===== src/rtl/branch_resolve_unit.sv =====
`default_nettype none
// ============================================================================
// Module   : branch_resolve_unit
// Purpose  : Resolves conditional branches for the multicycle MIPS datapath.
//            Latches the condition code and target when control requests a
//            branch. Waits ALU_LAT cycles for the ALU compare to settle, then
//            evaluates the condition. Issues a one-cycle PC write when the
//            branch is taken, and keeps saturating taken/not-taken counters.
// Ports    : clk, reset            - clock, synchronous active-high reset
//            branch_req            - request strobe (sampled in IDLE only)
//            cond_sel              - 00 !Z, 01 Z, 10 GT, 11 Z|GT
//            branch_target         - target address, latched with request
//            abort                 - cancels a resolution in WAIT/EVAL
//            alu_zero, alu_gt      - ALU flags, valid in EVAL
//            PCWriteCondMux        - latched cond_sel for the condition mux
//            cond_out              - registered evaluated condition
//            pc_write, pc_next     - PC load strobe and value
//            busy, done            - not-IDLE flag, resolution pulse
//            taken_cnt,
//            not_taken_cnt         - saturating statistics counters
// Revision : 1.0 - initial release
// ============================================================================
module branch_resolve_unit #(
  parameter int ALU_LAT = 1,
  parameter int CNT_W   = 16
) (
  input  logic             clk,
  input  logic             reset,
  input  logic             branch_req,
  input  logic [1:0]       cond_sel,
  input  logic [31:0]      branch_target,
  input  logic             abort,
  input  logic             alu_zero,
  input  logic             alu_gt,
  output logic [1:0]       PCWriteCondMux,
  output logic             cond_out,
  output logic             pc_write,
  output logic [31:0]      pc_next,
  output logic             busy,
  output logic             done,
  output logic [CNT_W-1:0] taken_cnt,
  output logic [CNT_W-1:0] not_taken_cnt
);

  typedef enum logic [1:0] {
    S_IDLE   = 2'd0,
    S_WAIT   = 2'd1,
    S_EVAL   = 2'd2,
    S_COMMIT = 2'd3
  } state_t;

  localparam logic [2:0]       WAIT_INIT = 3'(ALU_LAT - 1);
  localparam logic [CNT_W-1:0] CNT_MAX   = {CNT_W{1'b1}};
  localparam logic [CNT_W-1:0] CNT_ONE   = CNT_W'(1);

  state_t           state_q, state_d;
  logic [2:0]       wait_q, wait_d;
  logic [1:0]       sel_q, sel_d;
  logic [31:0]      target_q, target_d;
  logic             cond_q, cond_d;
  logic [31:0]      pc_next_q, pc_next_d;
  logic             pc_write_q, pc_write_d;
  logic             done_q, done_d;
  logic [CNT_W-1:0] taken_q, taken_d;
  logic [CNT_W-1:0] not_taken_q, not_taken_d;
  logic             w_cond;

  // Condition function selected by the latched code
  always_comb begin
    w_cond = 1'b0;
    case (sel_q)
      2'b00:   w_cond = ~alu_zero;
      2'b01:   w_cond = alu_zero;
      2'b10:   w_cond = alu_gt;
      2'b11:   w_cond = alu_zero | alu_gt;
      default: w_cond = 1'b0;
    endcase
  end

  always_comb begin
    state_d     = state_q;
    wait_d      = wait_q;
    sel_d       = sel_q;
    target_d    = target_q;
    cond_d      = cond_q;
    pc_next_d   = pc_next_q;
    pc_write_d  = 1'b0;
    done_d      = 1'b0;
    taken_d     = taken_q;
    not_taken_d = not_taken_q;

    case (state_q)
      S_IDLE: begin
        // abort in IDLE suppresses acceptance for this cycle
        if (branch_req && !abort) begin
          sel_d    = cond_sel;
          target_d = branch_target;
          wait_d   = WAIT_INIT;
          state_d  = S_WAIT;
        end
      end

      S_WAIT: begin
        if (abort) begin
          state_d = S_IDLE;
        end else if (wait_q == 3'd0) begin
          state_d = S_EVAL;
        end else begin
          wait_d = wait_q - 3'd1;
        end
      end

      S_EVAL: begin
        if (abort) begin
          state_d = S_IDLE;
        end else begin
          // Strobes are registered here so they are high exactly during
          // the COMMIT cycle.
          cond_d     = w_cond;
          done_d     = 1'b1;
          pc_write_d = w_cond;
          if (w_cond) begin
            pc_next_d = target_q;
          end
          state_d = S_COMMIT;
        end
      end

      S_COMMIT: begin
        // abort is deliberately ignored; the commit always completes
        if (cond_q) begin
          if (taken_q != CNT_MAX) begin
            taken_d = taken_q + CNT_ONE;
          end
        end else begin
          if (not_taken_q != CNT_MAX) begin
            not_taken_d = not_taken_q + CNT_ONE;
          end
        end
        state_d = S_IDLE;
      end

      default: state_d = S_IDLE;
    endcase
  end

  always_ff @(posedge clk) begin
    if (reset) begin
      state_q     <= S_IDLE;
      wait_q      <= 3'd0;
      sel_q       <= 2'b00;
      target_q    <= 32'd0;
      cond_q      <= 1'b0;
      pc_next_q   <= 32'd0;
      pc_write_q  <= 1'b0;
      done_q      <= 1'b0;
      taken_q     <= '0;
      not_taken_q <= '0;
    end else begin
      state_q     <= state_d;
      wait_q      <= wait_d;
      sel_q       <= sel_d;
      target_q    <= target_d;
      cond_q      <= cond_d;
      pc_next_q   <= pc_next_d;
      pc_write_q  <= pc_write_d;
      done_q      <= done_d;
      taken_q     <= taken_d;
      not_taken_q <= not_taken_d;
    end
  end

  assign PCWriteCondMux = sel_q;
  assign cond_out       = cond_q;
  assign pc_write       = pc_write_q;
  assign pc_next        = pc_next_q;
  assign busy           = (state_q != S_IDLE);
  assign done           = done_q;
  assign taken_cnt      = taken_q;
  assign not_taken_cnt  = not_taken_q;

endmodule
`default_nettype wire


===== config.mk =====
export PLATFORM = sky130hd
export DESIGN_NAME = branch_resolve_unit
export DESIGN_NICKNAME = d
export VERILOG_FILES = /design/src/rtl/branch_resolve_unit.sv
export SDC_FILE = /design/constraint.sdc
export NUM_CORES = 1
export LEC_CHECK = 0
export CORE_ASPECT_RATIO = 0.9
export CORE_MARGIN = 1.5
export CORE_UTILIZATION = 53
export CTS_BUF_LIST = sky130_fd_sc_hd__clkbuf_4 sky130_fd_sc_hd__clkbuf_8 sky130_fd_sc_hd__clkbuf_16
export CTS_CLUSTER_DIAMETER = 100
export DETAILED_ROUTE_END_ITERATION = 7
export PLACE_DENSITY = 0.93
export SLEW_MARGIN = 20
export SYNTH_ARGS = -nofsm -noshare
export SYNTH_HDL_FRONTEND = slang
export SYNTH_SLANG_ARGS = --single-unit

===== constraint.sdc =====
create_clock -name clk -period 6.1 [get_ports clk]
set_clock_uncertainty 0.05 [all_clocks]
set_input_delay 0.915 -clock clk [delete_from_list [all_inputs] [get_ports clk]]
set_output_delay 0.915 -clock clk [all_outputs]
set_load 0.01 [all_outputs]

==> results.yml, run 1 <==
clocking:
  insertion_delay_ns: 0.37
  cts_sinks: 106
  cts_tree: "built"
  cts-buffers-inserted: 9
  cts_root_buf: "clkbuf_8"
  cts-hold-fix-buffers: 0
  clockBufferDepth: 2
  cts_setup_buffers: 0
  ctsHtreeMaxLevel: 3
  cts-resized-gates: 0
  clk_pin_slew_ns: 0.11
layout:
  fin_area_um2: 5680
  drive_above_1_share_pct: 5.55
  mostFrequentLayoutCell: "clkdlybuf4s50_1"
  n_antenna_cell: 0
  layout.cells.most_common_list: "108 x clkdlybuf4s50_1, 106 x dfxtp_1, 79 x nand2_1"
  nNetsFinal: 634
  fillers: 582
  syn_to_final_growth_pct: 29.7
  fin_cells: 694
critical_path:
  ff2ff_path_depth: 4
  worst_setup_path_end_kind: "output pin"
  cp.arrival_ns: 1.67
  critical_path_class: "flop to output pin"
  worst-path-max-fanout: 11
  required_ns: 5.13
  start_kind: "flop"
power:
  p_comb_share_pct: 5.9
  switching_power_uw: 311
  power_density_nw_per_um2: 214
  p_leak_nw: 2.16
  pwr-share-clk_pct: 35.4
  power_frac_seq_pct: 58.6
  internal_power_uw: 903
  switching_share_pct: 25.6
  vdd_drop_max_mv: 0.141
timing:
  whs_ns: 0.414
  clock.fmax_mhz: 380
  min_period_over_period_pct: 43.1
  tns_ns: 0
  rsz0062_at_grt: "no"
  tightest_slew_ns: 1.08
  setup_slack_ns: 3.47
  hold_viol: 0
  slew_headroom_pct: 28.0
  setup_viol: 0
  fin_crit_ns: 2.63
  final_max_slew_viol_count: 0
grt:
  antenna_found_initial: 0
  grt_pass1_vias: 3626
  grt_start_max_net_pins: 113
  grt_pass1_wl_um: 16400
  grt_overflow: 0
  track_usage_pct: 23.4
outcome:
  run_status: "finished with violations"
  violations: "DRC"
hold_path:
  holdPathStages: 2
  hold_path.class: "flop to flop"
die:
  die_w_um: 98.8
  die_h_um: 89.2
  ioPinCount: 110
  dieArea_um2: 8810
  initial_utilization_pct: 54.5
  core_area_um2: 8030
  row_count: 31
logic_synthesis:
  synth_edf_count: 0
  syn_area_um2: 4380
  synthCells: 501
  syn_avg_cell_area_um2: 8.74
  synth_fp_nets: 545
  ys_ff_latch: 106
  ys_async_sr_fraction_pct: 0
  synth_ff_type: "dfxtp_1"
  yosysSeqAreaShare_pct: 48.5
  synth_cell_types: 49
  yosysWarnings: 0
drt:
  via_count: 4026
  dr.pass1.iters: 8
  ant_nets: 0
  wl_per_cell_um: 15.1
  drc: 5
  wl_um: 10500
  via_per_inst: 5.80
  drt_iter0_drc: 212
place:
  placed_cells: 678
  dp_hpwl_um: 7120
  io_buffers: 109
  dpl_cell_area_um2: 5480
  place_ws_ns: 3.14
  gp_congestion: 0.831
flow_run:
  drv_cap: 0
[path summary, 6_finish.rpt]
kind	start	to	slack, ns
worst min register to register	target_q[24]$_SDFFE_PP0P_	target_q[24]$_SDFFE_PP0P_	0.41
worst max register to register	state_q[0]$_SDFFE_PP0P_	not_taken_cnt[13]$_SDFFE_PP0P_	3.74
worst max-delay path	state_q[0]$_SDFFE_PP0P_	busy	3.47
worst min-delay path	target_q[24]$_SDFFE_PP0P_	target_q[24]$_SDFFE_PP0P_	0.41
[kinds of logic after synthesis]
kind of cell	synth area share [%]
AND/OR/NAND/NOR	25.2
flip-flops	48.5
AO/OA/AOI/OAI	12.7
buffers and inverters	3.66
multiplexers	8.81
adder cells (fa/ha/maj)	1.14
[final cells by class]
class | count | area, um2 | area share [%]
Multi-Input combinational cell | 356 | 2110 | 37.2
Clock buffer | 9 | 124 | 2.18
Inverter | 7 | 26.3 | 0.463
Timing Repair Buffer | 110 | 1100 | 19.3
Sequential cell | 106 | 2120 | 37.4
Clock inverter | 7 | 73.8 | 1.30
Tap cell | 99 | 124 | 2.18
[per-layer routing]
| layer | vias up | GRT usage (%) | wire length, um |
|---|---|---|---|
| li1 | 1948 | - | - |
| met1 | 1909 | 29.1 | 4520 |
| met2 | 151 | 40.2 | 5170 |
| met3 | 18 | 6.49 | 659 |
| met4 | 0 | 7.14 | 158 |
| met5 | - | 0 | 0 |
[critical path, stage by stage, from the launching register on]
cell and delay, ns:
dfxtp_1 0.56, or2_2 0.20, clkdlybuf4s50_1 0.53
[synth_stat cells, types with 2 or more instances]
master / count / area share, %
and4_1: 5 / 1.0
mux2_2: 4 / 1.0
a31oi_1: 3 / 0.43
nand3_1: 12 / 1.4
nor3_1: 11 / 1.3
o21ai_0: 9 / 1.0
o41ai_1: 3 / 0.60
buf_2: 11 / 1.3
and3b_1: 2 / 0.40
mux2i_1: 34 / 7.8
nor2_1: 53 / 4.5
a211oi_1: 5 / 0.86
or3_1: 8 / 1.1
clkbuf_1: 21 / 1.8
inv_1: 7 / 0.60
or4_1: 7 / 1.2
dfxtp_1: 106 / 48
nand2b_1: 7 / 1.0
nand4_1: 10 / 1.4
nand2_1: 79 / 6.8
nand3b_1: 3 / 0.51
nor4_1: 5 / 0.71
a21oi_1: 58 / 6.6
and3_1: 2 / 0.29
nor2b_1: 4 / 0.57
ha_1: 4 / 1.1
o31ai_1: 6 / 1.0
[registers in the layout (all words and copies together), names as in the netlist]
| signal | count |
|---|---|
| pc_write | 1 |
| not_taken_cnt | 16 |
| wait_q | 3 |
| done | 1 |
| taken_cnt | 16 |
| state_q | 2 |
| pc_next | 32 |
| PCWriteCondMux | 2 |
| cond_out | 1 |
| target_q | 32 |
[per-stage QoR]
stage	utilization, %	power, mW
floorplan	-	0.761
global placement	68.2	0.795
detailed placement	68.3	0.799
CTS	70.7	1.22
global route	70.7	1.26
finish	70.7	1.21
[power groups by stage]
stage / sequential (mW) / clock (mW) / combinational (mW)
3_3_place_gp: 0.725 / 0 / 0.0697
5_1_grt: 0.713 / 0.465 / 0.0785
4_1_cts: 0.711 / 0.437 / 0.0720
3_5_place_dp: 0.727 / 0 / 0.0717
6_report: 0.711 / 0.430 / 0.0721
2_1_floorplan: 0.724 / 0 / 0.0373
Power figures use the tool's default switching activity.
==> run 2: changes to the inputs <==
- CORE_UTILIZATION: 53 -> 44
- PLACE_DENSITY: 0.93 -> 0.84
- clock period: 6.1 -> 2.3 ns (I/O delays scaled with it)
==> results.yml, run 2 (synthesized netlist as in run 1, its figures left out) <==
place:
  place_ws_ns: 0.186
  dpl_cell_area_um2: 5630
  dp_hpwl_um: 7330
  gp_congestion: 0.874
  io_buffers: 109
layout:
  mostFrequentLayoutCell: "clkdlybuf4s50_1"
  fin_area_um2: 5830
  post-route-util_pct: 60.3
  fillers: 823
  syn_to_final_growth_pct: 33.1
  drive_above_1_share_pct: 7.40
  n_antenna_cell: 0
  layout.cells.most_common_list: "108 x clkdlybuf4s50_1, 106 x dfxtp_1, 79 x nand2_1"
  nNetsFinal: 647
die:
  die_w_um: 108
  core_area_um2: 9660
  die_h_um: 97.6
  row_count: 34
  dieArea_um2: 10600
  ioPinCount: 110
  initial_utilization_pct: 45.3
drt:
  ant_nets: 0
  wl_per_cell_um: 14.0
  drc: 0
  dr.pass1.iters: 4
  via_count: 3929
  drt_iter0_drc: 150
  wl_um: 10300
  via_per_inst: 5.35
clocking:
  clockBufferDepth: 2
  ctsHtreeMaxLevel: 3
  cts-hold-fix-buffers: 0
  cts-resized-gates: 0
  cts_setup_buffers: 0
  insertion_delay_ns: 0.36
  cts_root_buf: "clkbuf_8"
  cts_tree: "built"
  clk_pin_slew_ns: 0.11
  cts_sinks: 106
  cts-buffers-inserted: 9
power:
  vdd_drop_max_mv: 0.368
  power_density_nw_per_um2: 547
  p_leak_nw: 2.23
grt:
  grt_pass1_vias: 3571
  grt_overflow: 0
  grt_pass1_wl_um: 16700
  track_usage_pct: 19.6
  use_met1_pct: 24.9
  use_met2_pct: 33.1
  grt_start_max_net_pins: 65
  grt-busiest-layer: "met2"
  grtUsageMet3_pct: 3.69
  antenna_found_initial: 0
critical_path:
  worst-path-max-fanout: 11
  path_cells: "or2_2 > clkdlybuf4s50_1"
  max_stage_delay_ns: 0.55
  critical_path_class: "flop to output pin"
  start_kind: "flop"
  critical_path_buf_inv_count: 1
  slowest_stage: "dfxtp_1"
  required_ns: 1.90
  cp.arrival_ns: 1.64
  critical-path-top-delay-family: "flip-flops"
  worst_setup_path_end_kind: "output pin"
outcome:
  run_status: "complete, no violations"
timing:
  slew_headroom_pct: 55.1
  hold_viol: 0
  min_period_over_period_pct: 88.5
  clock.fmax_mhz: 491
  tns_ns: 0
  final_max_slew_viol_count: 0
  whs_ns: 0.411
  tightest_slew_ns: 0.673
  fin_crit_ns: 2.04
  rsz0062_at_grt: "no"
  setup_viol: 0
  setup_slack_ns: 0.264
flow_run:
  drv_cap: 0
hold_path:
  hold_path.class: "flop to flop"
-- run 2: changes by cell type in the layout (fill, tap and decap cells not counted), sizes merged --
| cell | previous run | this run |
|---|---|---|
| buf | 2 | 15 |
| clkinv | 2 | 4 |
| inv | 12 | 10 |
-- run 2: power by group --
group | switching (mW) | internal, mW
Clock | 0.679 | 0.424
Sequential | 0.0198 | 1.87
Combinational | 0.0958 | 0.105
-- run 2: worst paths after layout --
path / depth (start not counted) / endpoint / startpoint / slack, ns
worst max-delay path: 2 / busy / state_q[1]$_SDFFE_PP0P_ / 0.26
worst min-delay path: 2 / target_q[2]$_SDFFE_PP0P_ / target_q[2]$_SDFFE_PP0P_ / 0.41
worst min register to register: 2 / target_q[2]$_SDFFE_PP0P_ / target_q[2]$_SDFFE_PP0P_ / 0.41
worst max register to register: 5 / taken_cnt[12]$_SDFFE_PP0P_ / taken_cnt[0]$_SDFFE_PP0P_ / 0.30
-- run 2: area by class of cell --
class / instances / area [um2] / share of cell area, %
Clock buffer: 9 / 124 / 2.13
Clock inverter: 7 / 72.6 / 1.25
Inverter: 7 / 26.3 / 0.451
Multi-Input combinational cell: 356 / 2100 / 36.1
Sequential cell: 106 / 2120 / 36.4
Tap cell: 126 / 158 / 2.71
Timing Repair Buffer: 123 / 1220 / 20.9
-- run 2: per-layer routing --
| layer | vias to the layer above | wire [um] |
|---|---|---|
| met3 | 17 | 487 |
| met4 | 0 | 177 |
| met2 | 118 | 5040 |
| li1 | 1966 | - |
| met1 | 1828 | 4610 |
| met5 | - | 0 |
-- run 2: through the flow --
stage,power [mW],std cells
after global placement,2.12,718
after global routing,3.31,734
after CTS,3.22,734
after detailed placement,2.13,718
final,3.19,734
after floorplan,2.02,501
-- run 2: worst reg2reg max path: cells and delay by family (launching register included) --
kind,cells,cell delay [ns]
AND/OR/NAND/NOR,3,1.07
AO/OA/AOI/OAI,1,0.15
flip-flops,1,0.44
adder cells (fa/ha/maj),1,0.21
==> run 3: changes to the inputs <==
- CORE_ASPECT_RATIO: 0.9 -> 1.5
- CORE_UTILIZATION: 44 -> 40
- PLACE_DENSITY: 0.84 -> 0.78
==> results.yml, run 3 (synthesized netlist as in run 1, its figures left out) <==
outcome:
  run_status: "complete, no violations"
clocking:
  cts_sinks: 106
  insertion_delay_ns: 0.34
  clockBufferDepth: 2
  cts-hold-fix-buffers: 0
  cts-resized-gates: 0
  cts-buffers-inserted: 9
  clk_pin_slew_ns: 0.07
  cts_setup_buffers: 0
  cts_root_buf: "clkbuf_16"
  ctsHtreeMaxLevel: 3
  cts_tree: "built"
timing:
  hold_viol: 0
  clock.fmax_mhz: 486
  tightest_slew_ns: 0.583
  tns_ns: 0
  whs_ns: 0.405
  setup_slack_ns: 0.241
  final_max_slew_viol_count: 0
  slew_headroom_pct: 61.1
  rsz0062_at_grt: "no"
  fin_crit_ns: 2.06
  setup_viol: 0
  min_period_over_period_pct: 89.5
layout:
  fillers: 995
  multi_input_area_um2: 2100
  drive_above_1_share_pct: 6.94
  layout.cells.most_common_list: "108 x clkdlybuf4s50_1, 106 x dfxtp_1, 79 x nand2_1"
  fin_cells: 749
  regArea_um2: 2120
  n_antenna_cell: 0
  mostFrequentLayoutCell: "clkdlybuf4s50_1"
  nNetsFinal: 645
  syn_to_final_growth_pct: 35.5
place:
  io_buffers: 109
  gp_congestion: 0.843
  dp_hpwl_um: 7300
  place_ws_ns: 0.255
  placed_cells: 734
drt:
  ant_nets: 0
  wl_um: 10600
  drc: 0
  drt_iter0_drc: 114
  via_count: 3955
  wl_per_cell_um: 14.1
  via_per_inst: 5.28
  dr.pass1.iters: 4
hold_path:
  min_to: "target_q[24]$_SDFFE_PP0P_"
  hold_start: "target_q[24]$_SDFFE_PP0P_"
  holdPathStages: 2
  hold_path.class: "flop to flop"
grt:
  grt_pass1_wl_um: 17300
  grt_overflow: 0
  track_usage_pct: 18.4
  grt_start_max_net_pins: 58
  antenna_found_initial: 0
  grt_pass1_vias: 3700
critical_path:
  required_ns: 2.52
  cp.arrival_ns: 2.28
  r2r_slack_ns: 0.24
  worst_setup_path_end_kind: "flop"
  worstReg2RegStart: "taken_cnt[0]$_SDFFE_PP0P_"
  ff2ff_path_depth: 5
  start_kind: "flop"
  critical_path_class: "flop to flop"
  reg2reg_to: "taken_cnt[10]$_SDFFE_PP0P_"
  crit_start: "taken_cnt[0]$_SDFFE_PP0P_"
  worst-path-max-fanout: 11
power:
  power_density_nw_per_um2: 601
  finalPower_mw: 3.56
  vdd_drop_max_mv: 0.452
  p_leak_nw: 2.26
flow_run:
  drv_cap: 0
die:
  core_area_um2: 10600
  row_count: 46
  die_h_um: 131
  die_w_um: 88.4
  initial_utilization_pct: 41.3
  dieArea_um2: 11600
  ioPinCount: 110
run 3: cell count changes in the layout (fill, tap and decap cells not counted):
| cell | before | now |
|---|---|---|
| buf_12 | 2 | 3 |
| clkbuf_16 | 0 | 9 |
| clkinv_2 | 1 | 0 |
| inv_6 | 3 | 2 |
| clkinv_8 | 2 | 0 |
| clkbuf_8 | 9 | 0 |
| clkinv_4 | 1 | 2 |
| inv_8 | 0 | 2 |
| buf_4 | 13 | 10 |
run 3: cell type report:
class                           instances  share of cell area, %
Tap cell                              144                   3.04
Timing Repair Buffer                  121                   20.5
Clock inverter                          6                  0.970
Sequential cell                       106                   35.8
Inverter                                7                  0.443
Clock buffer                            9                   3.80
Multi-Input combinational cell        356                   35.5
run 3: report_power, final:
part,switching [mW],internal [mW]
sequential,0.0195,1.86
clock,0.724,0.756
combinational,0.0950,0.106
total,0.838,2.73
run 3: layer usage:
metal  vias to the layer above  share of wire, %  track usage [%]
met5                         -                 0                0
met4                         0               2.2             9.03
met3                        19               4.7             3.96
met2                       106                50             30.0
met1                      1864                43             22.6
li1                       1966                 -                -
run 3: worst max-delay path by stage:
stage	end	slack, ns	depth (start not counted)
final	taken_cnt[10]$_SDFFE_PP0P_	0.24	5
after global routing	taken_cnt[10]$_SDFFE_PP0P_	0.06	5
after CTS	taken_cnt[10]$_SDFFE_PP0P_	0.27	5
after detailed placement	pc_next[29]$_SDFFE_PP0P_	0.26	6
after global placement	target_q[11]$_SDFFE_PP0P_	0.31	5
after floorplan	not_taken_cnt[12]$_SDFFE_PP0P_	0.29	5
run 3: through the flow:
stage | area, um2 | util (%)
after global routing | 5930 | 56.0
after global placement | 5650 | 53.3
after detailed placement | 5650 | 53.3
final | 5930 | 56.0
after CTS | 5930 | 56.0
after floorplan | 4380 | -
run 3: critical path, stage by stage (launching register included):
cell      delay [ns]
dfxtp_1         0.43
ha_1            0.20
nand3_1         0.22
nand2b_1        0.40
or4_1           0.55
a21oi_1         0.15
